--- src/rtl/cdb_arbiter.sv ---
// Result arbiter: per-FU result FIFOs feed NUM_CDB registered common data buses
// through a multi-grant round-robin scheduler; a mispredict flush drops everything.
module cdb_arbiter #(
    parameter int NUM_REQ    = 4,
    parameter int NUM_CDB    = 2,
    parameter int CDB_WIDTH  = 16,
    parameter int FIFO_DEPTH = 2,
    parameter int SRC_W      = (NUM_REQ > 1) ? $clog2(NUM_REQ) : 1
) (
    input  logic                                clk_i,
    input  logic                                reset_i,
    input  logic [NUM_REQ-1:0]                  req_valid_i,
    input  logic [NUM_REQ-1:0][CDB_WIDTH-1:0]   req_data_i,
    output logic [NUM_REQ-1:0]                  req_ready_o,
    input  logic                                flush_i,
    output logic [NUM_CDB-1:0]                  cdb_valid_o,
    output logic [NUM_CDB-1:0][CDB_WIDTH-1:0]   cdb_data_o,
    output logic [NUM_CDB-1:0][SRC_W-1:0]       cdb_src_o
);

    localparam int PTR_W = $clog2(FIFO_DEPTH);
    localparam int CNT_W = PTR_W + 1;

    logic [NUM_REQ-1:0]                 full;
    logic [NUM_REQ-1:0]                 empty;
    logic [NUM_REQ-1:0]                 grant;
    logic [NUM_REQ-1:0][CDB_WIDTH-1:0]  head_data;

    logic [SRC_W-1:0]                   rr_ptr_reg;
    logic [SRC_W-1:0]                   rr_ptr_next;
    logic [NUM_CDB-1:0]                 bus_valid_reg;
    logic [NUM_CDB-1:0]                 bus_valid_next;
    logic [NUM_CDB-1:0][CDB_WIDTH-1:0]  bus_data_reg;
    logic [NUM_CDB-1:0][CDB_WIDTH-1:0]  bus_data_next;
    logic [NUM_CDB-1:0][SRC_W-1:0]      bus_src_reg;
    logic [NUM_CDB-1:0][SRC_W-1:0]      bus_src_next;
    int                                 grant_cnt;

    genvar gi;
    generate
        for (gi = 0; gi < NUM_REQ; gi++) begin : g_fifo
            logic [CDB_WIDTH-1:0] mem_reg [FIFO_DEPTH];
            logic [PTR_W-1:0]     wr_ptr_reg;
            logic [PTR_W-1:0]     rd_ptr_reg;
            logic [CNT_W-1:0]     count_reg;
            logic                 push;
            logic                 pop;

            // Readiness looks at stored occupancy only, never at this cycle's pop.
            assign full[gi]        = (count_reg == CNT_W'(FIFO_DEPTH));
            assign empty[gi]       = (count_reg == '0);
            assign req_ready_o[gi] = ~full[gi] & ~flush_i;
            assign push            = req_valid_i[gi] & req_ready_o[gi];
            assign pop             = grant[gi];
            assign head_data[gi]   = mem_reg[rd_ptr_reg];

            always_ff @(posedge clk_i or negedge reset_i) begin
                if (!reset_i) begin
                    wr_ptr_reg <= '0;
                    rd_ptr_reg <= '0;
                    count_reg  <= '0;
                end else if (flush_i) begin
                    wr_ptr_reg <= '0;
                    rd_ptr_reg <= '0;
                    count_reg  <= '0;
                end else begin
                    if (push) begin
                        wr_ptr_reg <= wr_ptr_reg + PTR_W'(1);
                    end
                    if (pop) begin
                        rd_ptr_reg <= rd_ptr_reg + PTR_W'(1);
                    end
                    if (push && !pop) begin
                        count_reg <= count_reg + CNT_W'(1);
                    end else if (pop && !push) begin
                        count_reg <= count_reg - CNT_W'(1);
                    end
                end
            end

            always_ff @(posedge clk_i) begin
                if (push) begin
                    mem_reg[wr_ptr_reg] <= req_data_i[gi];
                end
            end
        end
    endgenerate

    // Scan from rr_ptr in circular order; the k-th non-empty FIFO found goes to bus k.
    always_comb begin
        grant          = '0;
        bus_valid_next = '0;
        bus_data_next  = '0;
        bus_src_next   = '0;
        rr_ptr_next    = rr_ptr_reg;
        grant_cnt      = 0;
        for (int j = 0; j < NUM_REQ; j++) begin
            for (int r = 0; r < NUM_REQ; r++) begin
                if ((r == (int'(rr_ptr_reg) + j) % NUM_REQ) && !empty[r] && (grant_cnt < NUM_CDB)) begin
                    grant[r] = 1'b1;
                    for (int k = 0; k < NUM_CDB; k++) begin
                        if (k == grant_cnt) begin
                            bus_valid_next[k] = 1'b1;
                            bus_data_next[k]  = head_data[r];
                            bus_src_next[k]   = SRC_W'(r);
                        end
                    end
                    rr_ptr_next = SRC_W'((r + 1) % NUM_REQ);
                    grant_cnt   = grant_cnt + 1;
                end
            end
        end
        if (flush_i) begin
            grant = '0;
        end
    end

    always_ff @(posedge clk_i or negedge reset_i) begin
        if (!reset_i) begin
            bus_valid_reg <= '0;
            bus_data_reg  <= '0;
            bus_src_reg   <= '0;
            rr_ptr_reg    <= '0;
        end else if (flush_i) begin
            bus_valid_reg <= '0;
            bus_data_reg  <= '0;
            bus_src_reg   <= '0;
            rr_ptr_reg    <= '0;
        end else begin
            bus_valid_reg <= bus_valid_next;
            bus_data_reg  <= bus_data_next;
            bus_src_reg   <= bus_src_next;
            rr_ptr_reg    <= rr_ptr_next;
        end
    end

    assign cdb_valid_o = bus_valid_reg;
    assign cdb_data_o  = bus_data_reg;
    assign cdb_src_o   = bus_src_reg;

endmodule

--- config.mk ---
export PLATFORM = sky130hd
export DESIGN_NAME = cdb_arbiter
export DESIGN_NICKNAME = d
export VERILOG_FILES = /design/src/rtl/cdb_arbiter.sv
export SDC_FILE = /design/constraint.sdc
export NUM_CORES = 1
export LEC_CHECK = 0
export BUFFER_PORTS_ARGS = -buffer_cell sky130_fd_sc_hd__buf_2
export CORE_UTILIZATION = 45
export CTS_CLUSTER_SIZE = 20
export DETAILED_ROUTE_END_ITERATION = 10
export PLACE_DENSITY_LB_ADDON = 0.2
export SYNTH_ARGS = -nofsm -noshare
export SYNTH_HDL_FRONTEND = slang
export SYNTH_SLANG_ARGS = --single-unit
export TNS_END_PERCENT = 1
--- constraint.sdc ---
create_clock -name clk_i -period 13.5 [get_ports clk_i]
set_input_delay 0.675 -clock clk_i [delete_from_list [all_inputs] [get_ports clk_i]]
set_output_delay 0.675 -clock clk_i [all_outputs]
set_load 0.02 [all_outputs]
Word level (Yosys, flattened, before mapping)
Memory sizes are Yosys's and may differ from the RTL's. Index checks and enable logic that the tools add are counted.

Output and inout bits: 42. Memory bits (writable): 128. Flip-flop bits (word level): 56. Bits of input ports: 71. Memories kept: 4.

Memory list: g_fifo[0].mem_reg (depth 2, width 16, rd ports 1, clocked after memory_dff 0, wr ports 1, line 42) `logic [CDB_WIDTH-1:0] mem_reg [FIFO_DEPTH];`; g_fifo[1].mem_reg (depth 2, width 16, rd ports 1, clocked after memory_dff 0, wr ports 1, line 42); g_fifo[2].mem_reg (depth 2, width 16, rd ports 1, clocked after memory_dff 0, wr ports 1, line 42); g_fifo[3].mem_reg (depth 2, width 16, rd ports 1, clocked after memory_dff 0, wr ports 1, line 42).

Order comparisons: 15. Reductions and logical operators: 90. Bitwise logic cells: 16. Mux-type cells: 224. $add $sub $neg: 33. Eq/ne operators: 31.

Operators by type and width (number): $mux W32 (30); $logic_not A32 Y1 (19); $mux W16 (31); $eq A2 B32 Y1 const A (15); $lt A32 B3 Y1 const B (15); $add A32 B2 Y32 const B (14); $mux W2 (73); $mux W1 (73); $mux W4 (16); $logic_and A1 B1 Y1 (39); $eq A3 B3 Y1 const A (6); $reduce_bool A17 Y1 (1); $reduce_bool A2 Y1 (8); $logic_not A1 Y1 (12); $reduce_bool A3 Y1 (4); $add A2 B1 Y2 const B (5); $eq A2 B3 Y1 const A (3); $add A1 B1 Y1 const B (8); $and A1 B1 Y1 (8); $eq A2 B2 Y1 const B (4); $logic_not A2 Y1 (4); $sub A2 B1 Y2 const B (4); $reduce_or A2 Y1 (3); $not A1 Y1 (5); other kinds (5) (9).

Logic depth before layout (Yosys ltp)
Depth after elaboration: 54. Gate-level depth with buffers: 58. Depth with buffers taken out: 52.

Worst setup path after synthesis
No wires, ideal clock.

Path type: register -> register. Start: register rr_ptr_reg[1]. End: register bus_data_reg (netlist bit cdb_data_o[21]). Setup slack: 1232 ps. Buffers on the path: 7. Period minus slack after synthesis: 12268 ps. Cell stages (with the launch flop): 56. Library setup time: 99 ps. Data arrival time: 12168 ps. Cell sequence: dfrtp_1 -> buf_2 -> or2_1 -> clkbuf_2 -> nor2_1 -> clkbuf_1 -> inv_1 -> ha_1 -> clkbuf_1 -> clkbuf_1 -> xor2_1 -> ha_1 -> nand2b_1 -> ha_1 -> o21bai_1 -> a221o_1 -> ha_1 -> or3_1 -> [... 20 more ...] -> nor2b_1 -> o211ai_1 -> nand2_1 -> a211oi_1 -> nor4_1 -> or2_2 -> ha_1 -> nor2_1 -> a31oi_1 -> ha_1 -> nand3_1 -> nor2_1 -> nand4_1 -> o2111ai_1 -> clkbuf_1 -> a21oi_1 -> o21ai_0 -> a311oi_1.

Word-level cells in the longest chain between the ends: 49.

Ends and longest elaborated chain: from (decl) (line 29) `logic [SRC_W-1:0] rr_ptr_reg;`; from (signal assigned) (line 133) `rr_ptr_reg <= rr_ptr_next;`; $logic_not A32 Y1 (line 99) `if ((r == (int'(rr_ptr_reg) + j) % NUM_REQ) && !empty[r] && (grant_cnt < NUM_CDB)) begin`; $logic_and A1 B1 Y1 (line 99); $mux W1 (line 99); $lt A32 B3 Y1 (line 99); $logic_and A1 B1 Y1 (line 99); $mux W32 (line 99); $lt A32 B3 Y1 (line 99); $logic_and A1 B1 Y1 (line 99); [... 33 more ...]; $mux W32 (line 99); $lt A32 B3 Y1 (line 99); $logic_and A1 B1 Y1 (line 99); $mux W32 (line 99); $lt A32 B3 Y1 / $eq A2 B32 Y1 (equally long branches) (line 99, 102); $logic_and A1 B1 Y1 / $mux W16 (equally long branches) (line 99, 102); $mux W32 (*) (line 99); $mux W32 (*) (line 124) `end else if (flush_i) begin`; to (signal assigned) (line 131) `bus_data_reg <= bus_data_next;`; to (decl) (line 33) `logic [NUM_CDB-1:0][CDB_WIDTH-1:0] bus_data_reg;`.

Mark *: on every way between the ends. The rest lies on a longest branch, timed or not. A chain may end at the register's enable or synchronous reset.

Final worst setup path
Start: register rr_ptr_reg[1]. End: register bus_data_reg (netlist bit cdb_data_o[18]).

The elaborated chain is that of the path after synthesis.

==> reports/results.ini <==
[status]
status = completed

[yosys]
synth-warning-count = 0
ys_ff_latch = 184
synthesis.nets = 1390
syn-cell-area_mm2 = 0.0125
synth_top_area_share_pct = 30.8
yosys-mux-area-fraction_pct = 8.52
synth_ff_type = edfxtp_1
synthCells = 1285
synth.distinct_cells = 80
synth_top_family_by_area = compound AO/OA/AOI/OAI gates
yosysSeqAreaShare_pct = 42.0
synth_top_area_cell = edfxtp_1
synthXorXnorAreaFrac_pct = 1.65
synth_compound_area_share_pct = 26.0
synthTopCellsByArea = edfxtp_1 (31%), dfrtp_1 (11%), mux2_2 (4.5%), mux2i_1 (4.0%), a21oi_1 (3.9%)
synth-simple-area-share_pct = 13.6
yosys.area_share.adder_pct = 3.41
netlist_top_cells_count = edfxtp_1 (128), nor2_1 (114), a21oi_1 (97), nand2_1 (90), clkbuf_1 (86)
async_flop_share_pct = 30.4
syn_avg_cell_area_um2 = 9.71
yosysMostFrequentCell = edfxtp_1
synth_edf_count = 128

[critical_path]
r2r_slack_ns = 0.76
cp-end-kind = flop
r2r-end = cdb_data_o[18]
crit_path_frequent_cell = ha_1
worst_path_max_delay_cell = dfrtp_1
start_kind = flop
path_max_fanout = 19
cp_top_family = simple AND/OR/NAND/NOR gates
slowest_delay_ns = 0.57
reg2reg_depth = 54
reg2reg_from = rr_ptr_reg[1]
worstPathArrival_ns = 13.02
cp.required_ns = 13.78
cp_num_buf_inv = 5
crit_type = flop to flop

[finish]
fill_cells = 2492
design_area_mm2 = 0.0139
drive_gt1_share_pct = 18.8
largest_reg_flops = 128
num_antenna_cells = 0
synthToLayoutAreaGrowth_pct = 11.5
nets = 1445

[sta]
period_needed_ns = 12.74
tns_ns = 0
worst_slew_pin_slew_ns = 1.29
slew_headroom_pct = 13.7
final_hold_viol_count = 0
finalWorstSetupSlack_ns = 0.761
fin_crit_sh_pct = 94.4
maxSlewViolCount = 0
max_clock_freq_ghz = 0.0785
clock_skew_ns = 0.0180
rsz0062_at_grt = false
setup_viol = 0

[global_routing]
overflow = 0
grt_pass1_vias = 10300
antenna_found_initial = 1
grt_pass1_wl_um = 64500
grt_max_degree = 58
gr-usage-all-layers_pct = 30.0

[clock_tree]
cts_sinks = 184
clk_latency_ns = 0.45
root_buffer = clkbuf_16
htree_levels = 4
holdBufCountCts = 0
cts_tree = yes
numCtsBuffers = 17
clkTransAtPathRegs_ns = 0.09
post_cts_buffers = 0
ctsResizeCount = 0
clockBufferDepth = 2

[route]
ant_nets = 0
topRoutingLayerUsed = met5
finalWirelength_um = 42600
wl_met1_um = 19600
drt_first_pass_iters = 6
vias = 11400
wire_per_inst_um = 24.7
wl_met2_um = 17000
drt-initial-drc-count = 1507
avgViaCountPerCell = 6.60
wl_met3_um = 5480
route.detailed.drc = 0

[floorplan]
start_util_pct = 46.0
die_w_um = 169
rows = 60
die_y_um = 169
io_pins = 113
core_mm2 = 0.0271
die-area_mm2 = 0.0284

[placed_design]
pre_cts_ws_ns = 0.887
port_buffers = 112
dpl_cell_area_mm2 = 0.0133
routabilityCongestion = 0.989
hpwlAfterDp_um = 31200

[power_and_ir_drop]
powerDensity_mw_per_mm2 = 272
power.leakage_uw = 0.00518
peakVddDrop_v = 0.000153

[min_path]
hold_path_class = primary input to async pin

[job]
drv_cap = 0

[per-stage QoR]
stage          utilization [%]  hold WS [ns]  cells  total power (uW)
2_1_floorplan                -         0.379   1285              2510
3_3_place_gp              49.0         0.492   1693              3190
3_5_place_dp              49.0         0.501   1693              3170
4_1_cts                   51.3         0.403   1725              3710
5_1_grt                   51.3         0.395   1725              4010
6_report                  51.3         0.381   1725              3790
[power breakdown]
group / total (uW) / switching [uW] / leakage, uW / internal, uW
Sequential: 756 / 58.5 / 0.00191 / 698
Clock: 524 / 268 / 0.000300 / 256
Combinational: 2510 / 1610 / 0.00297 / 896
Total: 3790 / 1940 / 0.00518 / 1850
[worst reg2reg max path: cells and delay by family, from the launching register on]
kind	cells	cell delay, ns
flip-flops	1	0.57
adder cells (fa/ha/maj)	12	3.54
XOR/XNOR	1	0.23
buffers and inverters	5	0.79
AND/OR/NAND/NOR	24	4.71
AO/OA/AOI/OAI	12	2.72
[how the worst max path moves through the flow]
stage | from | to | slack (ns) | depth (start not counted)
5_1_grt | rr_ptr_reg[1] | cdb_data_o[19] | 0.01 | 54
3_3_place_gp | rr_ptr_reg[1] | cdb_data_o[18] | 1.17 | 54
2_1_floorplan | rr_ptr_reg[1] | cdb_data_o[21] | 1.23 | 55
4_1_cts | rr_ptr_reg[1] | cdb_data_o[18] | 0.83 | 54
3_5_place_dp | rr_ptr_reg[1] | cdb_data_o[18] | 0.89 | 54
6_report | rr_ptr_reg[1] | cdb_data_o[18] | 0.76 | 54
[cells in the final DEF (no fill, tap or decap), drive strengths merged, types with 21 or more instances in the layout]
| master | n |
|---|---|
| edfxtp | 128 |
| o2111ai | 31 |
| a211oi | 41 |
| nor4 | 21 |
| a21oi | 97 |
| nand2 | 90 |
| o221ai | 32 |
| ha | 34 |
| dfrtp | 56 |
| inv | 36 |
| buf | 148 |
| mux2i | 50 |
| nor2 | 117 |
| o22ai | 47 |
| a221oi | 50 |
| nand3 | 35 |
| o21ai | 36 |
| mux2 | 50 |
| a22oi | 49 |
[area by class of cell]
class	count	area, um2	area share, %
clock inverter	15	190	1.37
tap	372	465	3.35
clock buffer	17	425	3.06
timing repair buffer	148	831	5.97
multi-input combinational	962	6660	47.8
inverter	27	101	0.728
sequential	184	5250	37.7
[per-layer routing]
layer	up-vias	track usage, %
li1	5177	-
met3	36	9.49
met1	5438	45.9
met5	-	0
met2	738	41.0
met4	2	5.45
[kinds of logic (layout without fill, tap and decap cells)]
family,Yosys count,count (layout)
AND/OR/NAND/NOR,354,354
adder cells (fa/ha/maj),34,34
multiplexers,100,100
other,2,2
flip-flops,184,184
buffers and inverters,139,207
XOR/XNOR,22,22
AO/OA/AOI/OAI,450,450
Note: power is estimated with default switching activity, not from simulation.
